==> src/rtl/fib_stack_ctrl.sv <==
// LIFO frame stack for the Fibonacci controller: IDLE->MEM->ACK, readySig two edges after acceptance, one op per 3 cycles.
// Requests are held by the requester until readySig; FIB_STACK_ERR_EN enables sticky overflow/underflow flags and errClr.
module fib_stack_ctrl #(
   parameter int FW    = 24,
   parameter int DEPTH = 16,
   parameter int CW    = $clog2(DEPTH + 1)
) (
   input  logic          clk,
   input  logic          rstn,
   input  logic          pushSig,
   input  logic          popSig,
   input  logic [FW-1:0] din,
   output logic [FW-1:0] dout,
   output logic          readySig,
   output logic          empty,
   output logic          full,
   output logic [CW-1:0] count,
   output logic          overflow,
   output logic          underflow,
   input  logic          errClr
);

   localparam int AW = $clog2(DEPTH);

   typedef enum logic [1:0] {
      IDLE = 2'd0,
      MEM  = 2'd1,
      ACK  = 2'd2
   } state_t;

   state_t        state;
   logic          op_push;
   logic [FW-1:0] din_q;
   logic [CW-1:0] sp;
   logic [FW-1:0] mem [DEPTH];

   logic          is_full;
   logic          is_empty;
   logic [AW-1:0] wr_idx;
   logic [AW-1:0] rd_idx;

   assign is_full  = (sp == CW'(DEPTH));
   assign is_empty = (sp == '0);
   assign wr_idx   = AW'(sp);
   assign rd_idx   = AW'(sp - CW'(1));

   assign count = sp;
   assign empty = is_empty;
   assign full  = is_full;

   // Operation and frame are latched in IDLE so the requester may change them once accepted.
   always_ff @(posedge clk or negedge rstn) begin
      if (!rstn) begin
         state    <= IDLE;
         op_push  <= 1'b0;
         din_q    <= '0;
         sp       <= '0;
         dout     <= '0;
         readySig <= 1'b0;
      end else begin
         readySig <= 1'b0;
         case (state)
            IDLE: begin
               if (pushSig | popSig) begin
                  state   <= MEM;
                  op_push <= pushSig;
                  din_q   <= din;
               end
            end
            MEM: begin
               state    <= ACK;
               readySig <= 1'b1;
               if (op_push) begin
                  if (!is_full) sp <= sp + CW'(1);
               end else if (is_empty) begin
                  dout <= '0;
               end else begin
                  dout <= mem[rd_idx];
                  sp   <= sp - CW'(1);
               end
            end
            ACK:     state <= IDLE;
            default: state <= IDLE;
         endcase
      end
   end

   // Frame storage carries no reset; sp alone defines which entries are live.
   always_ff @(posedge clk) begin
      if (state == MEM && op_push && !is_full) mem[wr_idx] <= din_q;
   end

`ifdef FIB_STACK_ERR_EN
   logic ovf_q;
   logic unf_q;

   always_ff @(posedge clk or negedge rstn) begin
      if (!rstn) begin
         ovf_q <= 1'b0;
         unf_q <= 1'b0;
      end else if (errClr) begin
         ovf_q <= 1'b0;
         unf_q <= 1'b0;
      end else if (state == MEM) begin
         if (op_push && is_full)   ovf_q <= 1'b1;
         if (!op_push && is_empty) unf_q <= 1'b1;
      end
   end

   assign overflow  = ovf_q;
   assign underflow = unf_q;
`else
   logic unused_errclr;
   assign unused_errclr = errClr;
   assign overflow      = 1'b0;
   assign underflow     = 1'b0;
`endif

endmodule

==> config.mk <==
export PLATFORM = sky130hd
export DESIGN_NAME = fib_stack_ctrl
export DESIGN_NICKNAME = d
export VERILOG_FILES = /design/src/rtl/fib_stack_ctrl.sv
export SDC_FILE = /design/constraint.sdc
export NUM_CORES = 1
export LEC_CHECK = 0
export BUFFER_PORTS_ARGS = -buffer_cell sky130_fd_sc_hd__buf_2
export CORE_UTILIZATION = 37
export DETAILED_ROUTE_END_ITERATION = 16
export GPL_ROUTABILITY_DRIVEN = 1
export SETUP_SLACK_MARGIN = 0.15
export SLEW_MARGIN = 20
export SYNTH_ARGS = -nofsm -noshare
export SYNTH_HDL_FRONTEND = slang
export SYNTH_SLANG_ARGS = --single-unit
==> constraint.sdc <==
create_clock -name clk -period 13.3 [get_ports clk]
set_input_delay 2.66 -clock clk [delete_from_list [all_inputs] [get_ports clk]]
set_output_delay 2.66 -clock clk [all_outputs]
set_load 0.05 [all_outputs]
; ---- Word-level counts from Yosys, hierarchy flattened
; Memory sizes are Yosys's and may differ from the RTL's.
; Cells that the tools add are included.
[totals]
ff_bits = 57
ram_bits = 384
in_bits = 29
output_inout_bits = 34
word_cells = 33
mem_count = 1
[classes]
n_addsub = 2
eq_ne = 5
mux = 9
n_bitwise = 2
reduce_logical = 8
[mem_list]
columns = name, depth, word_bits, rd, rd_ports_with_merged_regs, wr, line
row1 = mem, 16, 24, 1, 0, 1, 35  ; logic [FW-1:0] mem [DEPTH];
[ops]
columns = op, n
row1 = 24-bit 2-to-1 mux, 1
row2 = 5-bit 2-to-1 mux, 3
row3 = 5-bit by 1-bit adder with 5-bit output (second input constant), 1
row4 = 5-bit == test (second input constant), 1
row5 = 5-bit zero test, 1
row6 = 5-bit by 1-bit subtractor with 5-bit output (second input constant), 1
row7 = 2-bit != test (second input constant), 2
row8 = 2-bit one-hot mux with 2 select lines, 1
row9 = 2-bit AND reduction, 2
row10 = 1-bit 2-to-1 mux, 3
row11 = 3-bit AND reduction, 1
row12 = 2-bit by 1-bit == test with 1-bit output (second input constant), 1
row13 = 1-bit logical AND, 2
row14 = 2-bit zero test, 1
row15 = 2-bit 2-to-1 mux, 1
row16 = 2-bit by 1-bit != test with 1-bit output (second input constant), 1
row17 = 1-bit zero test, 1
row18 = 1-bit inverter, 1
row19 = 1-bit bitwise OR, 1

; ---- Longest topological paths before layout
; Gate-level depths: netlist of the first run.
[depth]
word_depth = 5
depth_mapped = 12

; ---- Worst setup path before layout of the first run
; OpenSTA, ideal clock, no wires.
[synth_path]
path_type = register to register
start = register sp[0], in the netlist count[0]
end = memory mem[8][0], enable pin
setup_ns = 0.474
arrival_time_ns = 4.815
required_ns = 12.826
setup_slack_ns = 8.011
stages_incl_launch_ff = 9
period_less_slack_ns = 5.289
cell_sequence = dfrtp_1 -> buf_4 -> buf_4 -> buf_4 -> inv_1 -> ha_1 -> buf_4 -> and3_1 -> nor4b_1
[synth_between]
elab_chain_len = 5
[synth_lines]
columns = element, line
row1 = from (decl), 34  ; logic [CW-1:0] sp;
row2 = from (signal assigned), 74  ; if (!is_full) sp <= sp + CW'(1);
row3 = from (signal assigned), 79  ; sp <= sp - CW'(1);
row4 = 5-bit == test, 42  ; assign is_full = (sp == CW'(DEPTH));
row5 = via full, 16  ; output logic full,
row6 = 1-bit zero test, 90  ; if (state == MEM && op_push && !is_full) mem[wr_idx] <= din_q;
row7 = 1-bit logical AND, 90
row8 = 1-bit 2-to-1 mux, 90
row9 = 1-bit 2-to-1 mux (not written as such), 90
row10 = to (decl), 35
; The timed path passes the listed nets, and every way through them passes these cells.

; ---- Worst setup path after layout of the first run
[layout_path]
start = register sp[0], in the netlist count[0]
end = output empty
[layout_between]
elab_chain_len = 1
[layout_lines]
columns = element, line
row1 = 5-bit zero test, 43  ; assign is_empty = (sp == '0);
row2 = to (decl), 15  ; output logic empty,
; Every way passes these cells.

==> results of run 1 <==
-- how the worst max path moves through the flow --
stage,slack [ns],to,depth (start not counted),startpoint
after floorplan,8.01,mem[8][0],8,count[0]
after CTS,7.71,empty,6,count[0]
after global placement,8.32,empty,6,count[0]
after global routing,7.59,empty,6,count[0]
final,7.82,empty,6,count[0]
after detailed placement,8.28,empty,6,count[0]
-- where the power goes --
part	internal [mW]	leakage [nW]	switching [mW]
combinational	0.671	1.54	0.859
sequential	1.84	4.11	0.272
clock	0.656	0.627	0.489
-- flip-flops by register name, summed over array words and instances (netlist names) --
signal,count
count,5
din_q,24
dout,24
mem,384
op_push,1
readySig,1
state,2
-- stage by stage --
| step | utilization, % | power (mW) | cell area (um^2) |
|---|---|---|---|
| 2_1_floorplan | - | 3.20 | 16900 |
| 3_3_place_gp | 40.2 | 3.67 | 17900 |
| 3_5_place_dp | 40.4 | 3.69 | 18000 |
| 4_1_cts | 43.4 | 4.84 | 19300 |
| 5_1_grt | 43.4 | 5.00 | 19400 |
| 6_report | 43.4 | 4.78 | 19400 |
-- cell type report --
cell class | instances | area [um^2]
clock buffer | 65 | 1230
inverter | 4 | 15.0
multi-input combinational | 305 | 3800
fill | 3787 | 25200
timing repair buffer | 80 | 561
clock inverter | 11 | 72.6
sequential | 441 | 13000
tap | 592 | 741
-- metal layers --
| layer | part of all wire, % | track usage [%] | vias to the layer above |
|---|---|---|---|
| met1 | 47 | 25.0 | 4362 |
| met5 | 0 | 0 | - |
| met3 | 5.8 | 2.47 | 53 |
| met2 | 46 | 24.9 | 243 |
| li1 | - | - | 3433 |
| met4 | 1.7 | 3.95 | 0 |
-- cells in the final DEF, fill, tap and decap left out, types with 8 or more instances in the layout --
cell type	netlist	routed
sky130_fd_sc_hd__nand3_1	23	23
sky130_fd_sc_hd__dfrtp_1	57	56
sky130_fd_sc_hd__nor2_4	0	12
sky130_fd_sc_hd__clkbuf_16	0	45
sky130_fd_sc_hd__mux2_2	47	47
sky130_fd_sc_hd__edfxtp_1	384	384
sky130_fd_sc_hd__buf_2	9	58
sky130_fd_sc_hd__clkbuf_1	21	17
sky130_fd_sc_hd__mux4_2	97	97
sky130_fd_sc_hd__clkinv_1	0	8
sky130_fd_sc_hd__buf_4	15	16
sky130_fd_sc_hd__a31oi_1	24	24
sky130_fd_sc_hd__nand2_1	31	31
sky130_fd_sc_hd__o22ai_1	23	23
-- critical path, stage by stage (launching register included) --
cell and delay (ns):
sky130_fd_sc_hd__dfrtp_4 0.89, sky130_fd_sc_hd__inv_1 0.24, sky130_fd_sc_hd__ha_4 0.28, sky130_fd_sc_hd__nand3b_1 0.09, sky130_fd_sc_hd__buf_4 0.41, sky130_fd_sc_hd__inv_1 0.13, sky130_fd_sc_hd__buf_2 0.24
-- kinds of logic after synthesis --
family	synth area share, %
other	0.0223
DFF	76.9
buffers and inverters	1.54
AOI/OAI and AO/OA	2.19
xor gates and xnor gates	0.416
and+or+nand+nor	2.41
adders and majority gates	0.371
muxes	16.2
==> run_results.csv, run 1 <==
group,metric,value,unit
run_status,outcome,"completed",
setup_path,worst-setup-path-type,"reg -> out",
setup_path,critical_path.startpoint_type,"register",
min_path,hold_path_startpoint,"dout[22]",
min_path,worstHoldEndpoint,"dout[22]",
placement,pre_cts_ws,8.28,ns
min_path,worstHoldPathType,"reg -> reg",
yosys,syn_inst,796,
yosys,synthDistinctLibCells,37,
sta,final.min_clock_period,5.48,ns
yosys,synth.most_common_cell,"sky130_fd_sc_hd__edfxtp_1",
drt,detail_route.wl_per_cell,24.9,um
sta,setup_repair_after_global_routing_missed_its_margin,"no",
setup_path,r2r.worst_path.cells,6,
floorplanning,die_height,215,um
yosys,synthTopCellsByCount,"sky130_fd_sc_hd__edfxtp_1, sky130_fd_sc_hd__mux4_2, sky130_fd_sc_hd__dfrtp_1",
drt,dr_total_vias,8091,
drt,route.antenna.remaining_nets,0,
yosys,mappedNetlistArea,0.0169,mm^2
sta,max_slew.worst_pin.slew,1.13,ns
yosys,synthesis.area_per_instance,21.2,um^2
sta,worst_clock_skew,0.0108,ns
placement,port_buffers,59,
setup_path,timing.rr.start,"count[0]",
power_and_ir_drop,power.leakage,6.28,nW
setup_path,worst-endpoint-required,10.64,ns
clock_tree,cts_hold_buffers,0,
grt,groute.usage.overall,16.4,%
floorplanning,floorplan.rows,77,
sta,final_min_period_over_clock_period,41.2,%
power_and_ir_drop,power.density,247,mW/mm^2
setup_path,cp_max_fo,36,
sta,hold_viol_final,0,
setup_path,end_kind,"output pin",
sta,setup-tns-final,0,ns
floorplanning,design.die.area,0.0464,mm^2
floorplanning,placeable_area,0.0446,mm^2
placement,gp_congestion,0.697,
drt,drt-initial-drc-count,770,
clock_tree,clock_pin_slew_worst_setup_and_hold_paths,0.06,ns
cells_and_area,antennaDiodeCount,0,
yosys,synth_top_area_share,68.4,%
clock_tree,cts.sinks,441,
grt,grt_pass1_vias,8325,
power_and_ir_drop,vdd_drop_max,0.159,mV
drt,via_per_inst,5.40,
yosys,yosysSeqAreaShare,76.9,%
min_path,whs_path_depth,1,
yosys,postSynth.topFlopCell,"sky130_fd_sc_hd__edfxtp_1",
placement,dpl.hpwl,19.6,mm
drt,drt_first_pass_iters,5,
yosys,synth_seq_cells,441,
drt,post-route-drc-count,0,
setup_path,r2r-end,"dout[22]",
clock_tree,clk_latency,0.54,ns
cells_and_area,net_count_of_the_finished_layout,910,
yosys,ys_top_cells_by_area,"sky130_fd_sc_hd__edfxtp_1, sky130_fd_sc_hd__mux4_2, sky130_fd_sc_hd__dfrtp_1",
clock_tree,cts_repair_resize_count,0,
sta,timing.hold.ws,0.515,ns
setup_path,r2r_setup_slack,9.31,ns
clock_tree,post_cts.repair.setup_buffers,0,
cells_and_area,instances_no_fill,1498,
yosys,synthArstFlopShare,12.9,%
clock_tree,tritoncts.num_buffers,44,
sta,final-setup-viol-count,0,
flow_run,max_cap_violations,0,
grt,grt.overflow.total,0,
grt,largest_net_degree_at_the_start_of_global_routing,53,
sta,max_slew_margin,24.7,%
sta,finalMaxSlewViolations,0,
grt,number_of_antenna_violations_at_the_first_check_in_global_routing,0,
clock_tree,cts-root-to-sink-buffers,3,
clock_tree,cts_root_buffer,"sky130_fd_sc_hd__clkbuf_16",
yosys,synth.largest_area_cell,"sky130_fd_sc_hd__edfxtp_1",
clock_tree,clock_tree.htree_level_count,2,
yosys,synth_enable_flop_cells,384,
cells_and_area,final_layout_size_suffix_gt1_share,33.0,%
clock_tree,cts_tree,"done",
floorplanning,dieWidth,215,um
floorplanning,num_io_pins,63,
yosys,yosys_warnings,0,
cells_and_area,syn_to_final_growth,15.0,%
drt,drt_wl_total,37.3,mm
sta,setup_slack,7.82,ns
setup_path,worst_ep_arrival_time,2.82,ns
placement,dp.cells,1420,
grt,grt_first_pass_wirelength,55.8,mm
floorplanning,initial_core_util,37.8,%
sta,maxClockFrequency,182,MHz
(Power assumes the default switching activity.)
==> run 2: changes to the inputs <==
==> constraint.sdc (replaced) <==
create_clock -name clk -period 5.06 [get_ports clk]
set_input_delay 1.012 -clock clk [delete_from_list [all_inputs] [get_ports clk]]
set_output_delay 1.012 -clock clk [all_outputs]
set_load 0.05 [all_outputs]
==> run 2 against run 1 <==
  * Total power rose to 2.7 times the previous value
  * Wire length is 5.1% lower
  * Utilization increased by 0.076 points
  * Die area is the same
  * Via count down 2.8%
  * Clock skew about the same
  * Critical path type unchanged
  * Sequential power rose to 2.6 times the previous value
  * Design area up 0.17%
  * Clock power increased to 2.7 times the previous value
  * Sequential cell count did not move
==> run_results.csv, run 2 (synthesis gave the netlist of run 1 again) <==
group,metric,value,unit
run_status,outcome,"completed",
placement,port_buffers,59,
grt,grt_first_pass_wirelength,54.3,mm
drt,route.layer.met1.wl,15.9,mm
drt,wl_met2,17.5,mm
clock_tree,cts-root-to-sink-buffers,3,
sta,final_min_period_over_clock_period,70.1,%
power_and_ir_drop,power.density,653,mW/mm^2
drt,route.met3.wl,1.53,mm
drt,drt-initial-drc-count,694,
drt,drt_wl_total,35.4,mm
floorplanning,dieWidth,215,um
cells_and_area,antennaDiodeCount,0,
cells_and_area,syn_to_final_growth,15.2,%
grt,number_of_antenna_violations_at_the_first_check_in_global_routing,0,
sta,hold_viol_final,0,
sta,max_slew.worst_pin.slew,1.11,ns
sta,maxClockFrequency,282,MHz
cells_and_area,final_common_cell,"sky130_fd_sc_hd__edfxtp_1",
cells_and_area,instances_no_fill,1505,
sta,setup-tns-final,0,ns
cells_and_area,registers.top_by_ff_count,"mem",
cells_and_area,commonest_cells_after_routing_fill_and_taps_aside,"sky130_fd_sc_hd__edfxtp_1, sky130_fd_sc_hd__mux4_2, sky130_fd_sc_hd__buf_2",
clock_tree,cts_tree,"done",
placement,dp.cells,1420,
setup_path,path_cells,"inv_1 > ha_4 > nand3b_1 > buf_4 > inv_1 > buf_2",
clock_tree,cts_root_buffer,"sky130_fd_sc_hd__clkbuf_16",
setup_path,worst-endpoint-required,4.05,ns
power_and_ir_drop,power.leakage,6.32,nW
sta,setup_repair_after_global_routing_missed_its_margin,"no",
drt,top_layer_used,"met4",
clock_tree,cts_hold_buffers,0,
flow_run,max_cap_violations,0,
drt,detail_route.wl_per_cell,23.5,um
cells_and_area,final_core_util,43.5,%
setup_path,cp_slowest_cell,"sky130_fd_sc_hd__dfrtp_4",
sta,worst_clock_skew,0.0111,ns
clock_tree,clock_pin_slew_worst_setup_and_hold_paths,0.06,ns
floorplanning,floorplan.rows,77,
floorplanning,initial_core_util,37.8,%
clock_tree,cts_repair_resize_count,0,
clock_tree,clock_tree.htree_level_count,2,
grt,grt.overflow.total,0,
cells_and_area,final_layout_size_suffix_gt1_share,34.2,%
clock_tree,tritoncts.num_buffers,45,
grt,groute.usage.overall,15.9,%
sta,final.min_clock_period,3.55,ns
drt,route.antenna.remaining_nets,0,
power_and_ir_drop,vdd_drop_max,0.563,mV
cells_and_area,largestRegisters,"mem (384), din_q (24), dout (24)",
grt,largest_net_degree_at_the_start_of_global_routing,63,
setup_path,worst-setup-path-type,"reg -> out",
setup_path,cpMostUsedCell,"sky130_fd_sc_hd__inv_1",
placement,gp_congestion,0.706,
min_path,worstHoldPathType,"reg -> reg",
clock_tree,cts.sinks,441,
clock_tree,clk_latency,0.54,ns
cells_and_area,largest_reg_flops,384,
floorplanning,die_height,215,um
power_and_ir_drop,design_power_total,12.7,mW
cells_and_area,filler_cell_count,3812,
drt,via_per_inst,5.23,
drt,post-route-drc-count,0,
cells_and_area,net_count_of_the_finished_layout,911,
setup_path,end_kind,"output pin",
drt,drt_first_pass_iters,4,
clock_tree,post_cts.repair.setup_buffers,0,
sta,finalMaxSlewViolations,0,
setup_path,cp_slowest_stage_delay,0.68,ns
floorplanning,num_io_pins,63,
grt,grt_pass1_vias,8392,
drt,dr_total_vias,7864,
setup_path,cp_max_fo,26,
floorplanning,placeable_area,0.0446,mm^2
sta,final-setup-viol-count,0,
sta,max_slew_margin,25.6,%
setup_path,worst_ep_arrival_time,2.53,ns
placement,dpl.hpwl,18.4,mm
setup_path,critical_path.startpoint_type,"register",
floorplanning,design.die.area,0.0464,mm^2
## run 2: cell type report
type / count / area (um^2) / area share (%)
timing repair buffer: 80 / 513 / 2.64
multi-input combinational: 305 / 3790 / 19.5
tap: 592 / 741 / 3.82
clock buffer: 60 / 1250 / 6.46
inverter: 4 / 15.0 / 0.0773
clock inverter: 23 / 141 / 0.728
sequential: 441 / 13000 / 66.8
## run 2: path summary, 6_finish.rpt
| kind | slack (ns) | depth (start not counted) | start | to |
|---|---|---|---|---|
| worst max register to register | 2.01 | 5 | count[0] | mem[15][0] |
| worst min-delay path | 0.51 | 1 | state[1] | state[1] |
| worst min register to register | 0.51 | 1 | state[1] | state[1] |
| max in group asynchronous | 3.69 | 1 | rstn | count[0] |
| worst max-delay path | 1.51 | 6 | count[0] | empty |
| min in group asynchronous | 0.62 | 1 | rstn | din_q[18] |
## run 2: per-layer routing
layer  vias up  global-route usage (%)
met1      4192                    21.8
met3        42                    2.52
met2       175                    26.5
li1       3455                       -
met4         0                    3.92
met5         -                       0
## run 2: report_power, final
part,internal [mW],switching (mW)
clock,1.79,1.34
combinational,1.81,2.25
sequential,4.83,0.667
## run 2: per-stage QoR
| stage | setup slack, ns | hold slack [ns] | instance area [um^2] |
|---|---|---|---|
| finish | 1.51 | 0.514 | 19400 |
| detailed placement | 1.95 | 0.509 | 18000 |
| global placement | 1.81 | 0.494 | 18000 |
| floorplan | 0.739 | 0.459 | 16900 |
| CTS | 1.45 | 0.518 | 19400 |
| global route | 1.35 | 0.548 | 19400 |
## run 2: critical path, delay by kind of cell, from the launching register on
family / cells / cell delay, ns
simple gates: 1 / 0.09
buf+inv: 4 / 0.94
flops: 1 / 0.68
fa+ha+maj: 1 / 0.25
==> run 3: changes to the inputs <==
--- a/config.mk
+++ b/config.mk
@@ -5,6 +5,7 @@
 export SDC_FILE = /design/constraint.sdc
 export NUM_CORES = 1
 export LEC_CHECK = 0
+export ABC_AREA = 1
 export BUFFER_PORTS_ARGS = -buffer_cell sky130_fd_sc_hd__buf_2
 export CORE_UTILIZATION = 37
 export DETAILED_ROUTE_END_ITERATION = 16
==> constraint.sdc (replaced) <==
create_clock -name clk -period 3.1 [get_ports clk]
set_input_delay 0.62 -clock clk [delete_from_list [all_inputs] [get_ports clk]]
set_output_delay 0.62 -clock clk [all_outputs]
set_load 0.05 [all_outputs]
==> run 3 against run 2 <==
  * Non-clock buffer count rose by 12
  * Synthesized area rose by 5.6%
  * Total power rose by 76%
  * Critical path type unchanged
  * Sequential share of layout area fell by 2.8 points
  * Cell count rose by 45%
  * Worst setup slack got worse by 1.2 ns
  * Synthesized cell count rose by 88%
  * Utilization fell by 0.39 points
  * Sequential cell count did not move
  * Sequential power rose by 58%
==> run_results.csv, run 3 <==
group,metric,value,unit
setup_path,r2r_setup_slack,0.46,ns
drt,dr_total_vias,11300,
yosys,synth.most_common_cell,"sky130_fd_sc_hd__nand2_1",
power_and_ir_drop,design_power_total,22.3,mW
setup_path,r2r.worst_path.cells,10,
sta,final-setup-viol-count,0,
grt,grt_pass1_vias,11100,
setup_path,critical_path.startpoint_type,"register",
yosys,ys_top_cells_by_area,"sky130_fd_sc_hd__edfxtp_1, sky130_fd_sc_hd__nand2_1, sky130_fd_sc_hd__nand3_1",
cells_and_area,largestRegisters,"mem (384), din_q (24), dout (24)",
setup_path,worst_ep_arrival_time,2.15,ns
run_status,outcome,"completed",
clock_tree,tritoncts.num_buffers,44,
drt,drt_first_pass_iters,5,
floorplanning,num_io_pins,63,
min_path,worstHoldPathType,"in -> async",
cells_and_area,registers.top_by_ff_count,"mem",
power_and_ir_drop,vdd_drop_max,1.11,mV
clock_tree,clock_pin_slew_worst_setup_and_hold_paths,0.06,ns
yosys,synth.largest_area_cell,"sky130_fd_sc_hd__edfxtp_1",
placement,gp_congestion,0.754,
sta,hold_viol_final,0,
yosys,synth_enable_flop_cells,384,
sta,final_min_period_over_clock_period,89.3,%
yosys,yosysSeqAreaShare,72.8,%
clock_tree,cts_tree,"done",
yosys,synthTopCellsByCount,"sky130_fd_sc_hd__nand2_1, sky130_fd_sc_hd__edfxtp_1, sky130_fd_sc_hd__nand3_1",
clock_tree,cts_hold_buffers,0,
cells_and_area,filler_cell_count,4306,
placement,dpl.hpwl,22.0,mm
power_and_ir_drop,power.density,1100,mW/mm^2
clock_tree,post_cts.repair.setup_buffers,0,
power_and_ir_drop,power.leakage,7.69,nW
sta,setup-tns-final,0,ns
cells_and_area,syn_to_final_growth,13.8,%
sta,max_slew.worst_pin.slew,0.981,ns
sta,finalMaxSlewViolations,0,
sta,max_slew_margin,34.6,%
setup_path,worst-setup-path-type,"reg -> out",
cells_and_area,net_count_of_the_finished_layout,1581,
clock_tree,cts.sinks,441,
grt,number_of_antenna_violations_at_the_first_check_in_global_routing,0,
cells_and_area,commonest_cells_after_routing_fill_and_taps_aside,"sky130_fd_sc_hd__nand2_1, sky130_fd_sc_hd__edfxtp_1, sky130_fd_sc_hd__nand3_1",
floorplanning,dieWidth,221,um
floorplanning,placeable_area,0.0470,mm^2
clock_tree,clock_tree.htree_level_count,2,
cells_and_area,antennaDiodeCount,0,
floorplanning,floorplan.rows,79,
yosys,yosys_warnings,0,
setup_path,end_kind,"output pin",
grt,grt_first_pass_wirelength,66.9,mm
yosys,synthArstFlopShare,12.9,%
clock_tree,clk_latency,0.54,ns
yosys,mappedNetlistArea,0.0178,mm^2
yosys,syn_inst,1497,
cells_and_area,final_common_cell,"sky130_fd_sc_hd__nand2_1",
grt,largest_net_degree_at_the_start_of_global_routing,194,
drt,drt_wl_total,44.0,mm
clock_tree,cts-root-to-sink-buffers,3,
yosys,synth_seq_cells,441,
placement,port_buffers,59,
floorplanning,initial_core_util,37.9,%
drt,detail_route.wl_per_cell,20.1,um
cells_and_area,final_layout_size_suffix_gt1_share,13.3,%
sta,worst_clock_skew,0.00850,ns
setup_path,worst-endpoint-required,2.48,ns
clock_tree,cts_repair_resize_count,0,
cells_and_area,multi_input_logic_area,0.00439,mm^2
floorplanning,design.die.area,0.0490,mm^2
drt,via_per_inst,5.16,
drt,post-route-drc-count,0,
grt,groute.usage.overall,18.1,%
setup_path,r2r-end,"mem[10][16]",
sta,setup_repair_after_global_routing_missed_its_margin,"no",
clock_tree,cts_root_buffer,"sky130_fd_sc_hd__clkbuf_16",
grt,grt.overflow.total,0,
drt,drt-initial-drc-count,938,
yosys,postSynth.topFlopCell,"sky130_fd_sc_hd__edfxtp_1",
floorplanning,die_height,221,um
drt,route.antenna.remaining_nets,0,
cells_and_area,largest_reg_flops,384,
sta,timing.hold.ws,0.0804,ns
sta,final.min_clock_period,2.77,ns
yosys,synth_top_area_share,64.8,%
cells_and_area,sequential_cell_area,0.0130,mm^2
setup_path,timing.rr.start,"count[1]",
setup_path,cp_max_fo,6,
flow_run,max_cap_violations,0,
yosys,synthesis.area_per_instance,11.9,um^2
sta,maxClockFrequency,361,MHz
yosys,synthDistinctLibCells,28,
## run 3: cell families (layout without fill, tap and decap cells)
kind of cell | after synthesis | in the layout | share of synthesized area [%]
buffers and inverters | 123 | 204 | 3.58
adder cells (fa/ha/maj) | 5 | 5 | 0.352
AO/OA/AOI/OAI | 9 | 9 | 0.267
flip-flops | 441 | 441 | 72.8
other | 1 | 2 | 0.0211
XOR/XNOR | 6 | 6 | 0.380
AND/OR/NAND/NOR | 912 | 912 | 22.6
## run 3: how the worst max path moves through the flow
stage / cells past startpoint / endpoint / start / slack [ns]
finish: 7 / empty / count[1] / 0.33
global route: 7 / empty / count[1] / 0.21
CTS: 7 / empty / count[1] / 0.32
detailed placement: 10 / mem[14][15] / count[1] / 0.51
global placement: 8 / dout[11] / count[1] / 0.54
floorplan: 12 / mem[10][0] / count[0] / 0.17
## run 3: report_power, final
group | leakage, nW | internal, mW | switching (mW) | total [mW]
clock network | 0.664 | 2.85 | 2.17 | 5.03
logic | 2.84 | 2.42 | 6.24 | 8.66
registers | 4.19 | 7.76 | 0.889 | 8.65
## run 3: stage by stage
stage	cells	setup WS, ns	area [um^2]	utilization (%)
2_1_floorplan	1498	0.167	17900	-
3_3_place_gp	2108	0.542	18900	40.3
3_5_place_dp	2108	0.511	18900	40.3
4_1_cts	2186	0.324	20300	43.1
5_1_grt	2186	0.214	20300	43.1
6_report	2186	0.330	20300	43.1
## run 3: metal layers
metal	GRT usage, %	routed length [um]
met1	25.8	19800
met2	28.7	20400
met3	2.58	2860
met5	0	0
met4	5.39	1020
## run 3: final cells by class
| class | count | share of cell area (%) |
|---|---|---|
| multi-input cells | 934 | 21.7 |
| clock inverters | 21 | 0.766 |
| well taps | 607 | 3.75 |
| flip-flops and latches | 441 | 64.0 |
| clock buffers | 57 | 5.83 |
| inverters | 34 | 0.673 |
| repair buffers | 92 | 3.30 |
## run 3: worst max-delay path, stage by stage, from the launching register on
cell and delay (ns):
sky130_fd_sc_hd__dfrtp_1 0.44, sky130_fd_sc_hd__inv_1 0.21, sky130_fd_sc_hd__ha_4 0.24, sky130_fd_sc_hd__inv_2 0.10, sky130_fd_sc_hd__nor2_4 0.16, sky130_fd_sc_hd__nand2_2 0.12, sky130_fd_sc_hd__inv_1 0.07, sky130_fd_sc_hd__buf_2 0.25
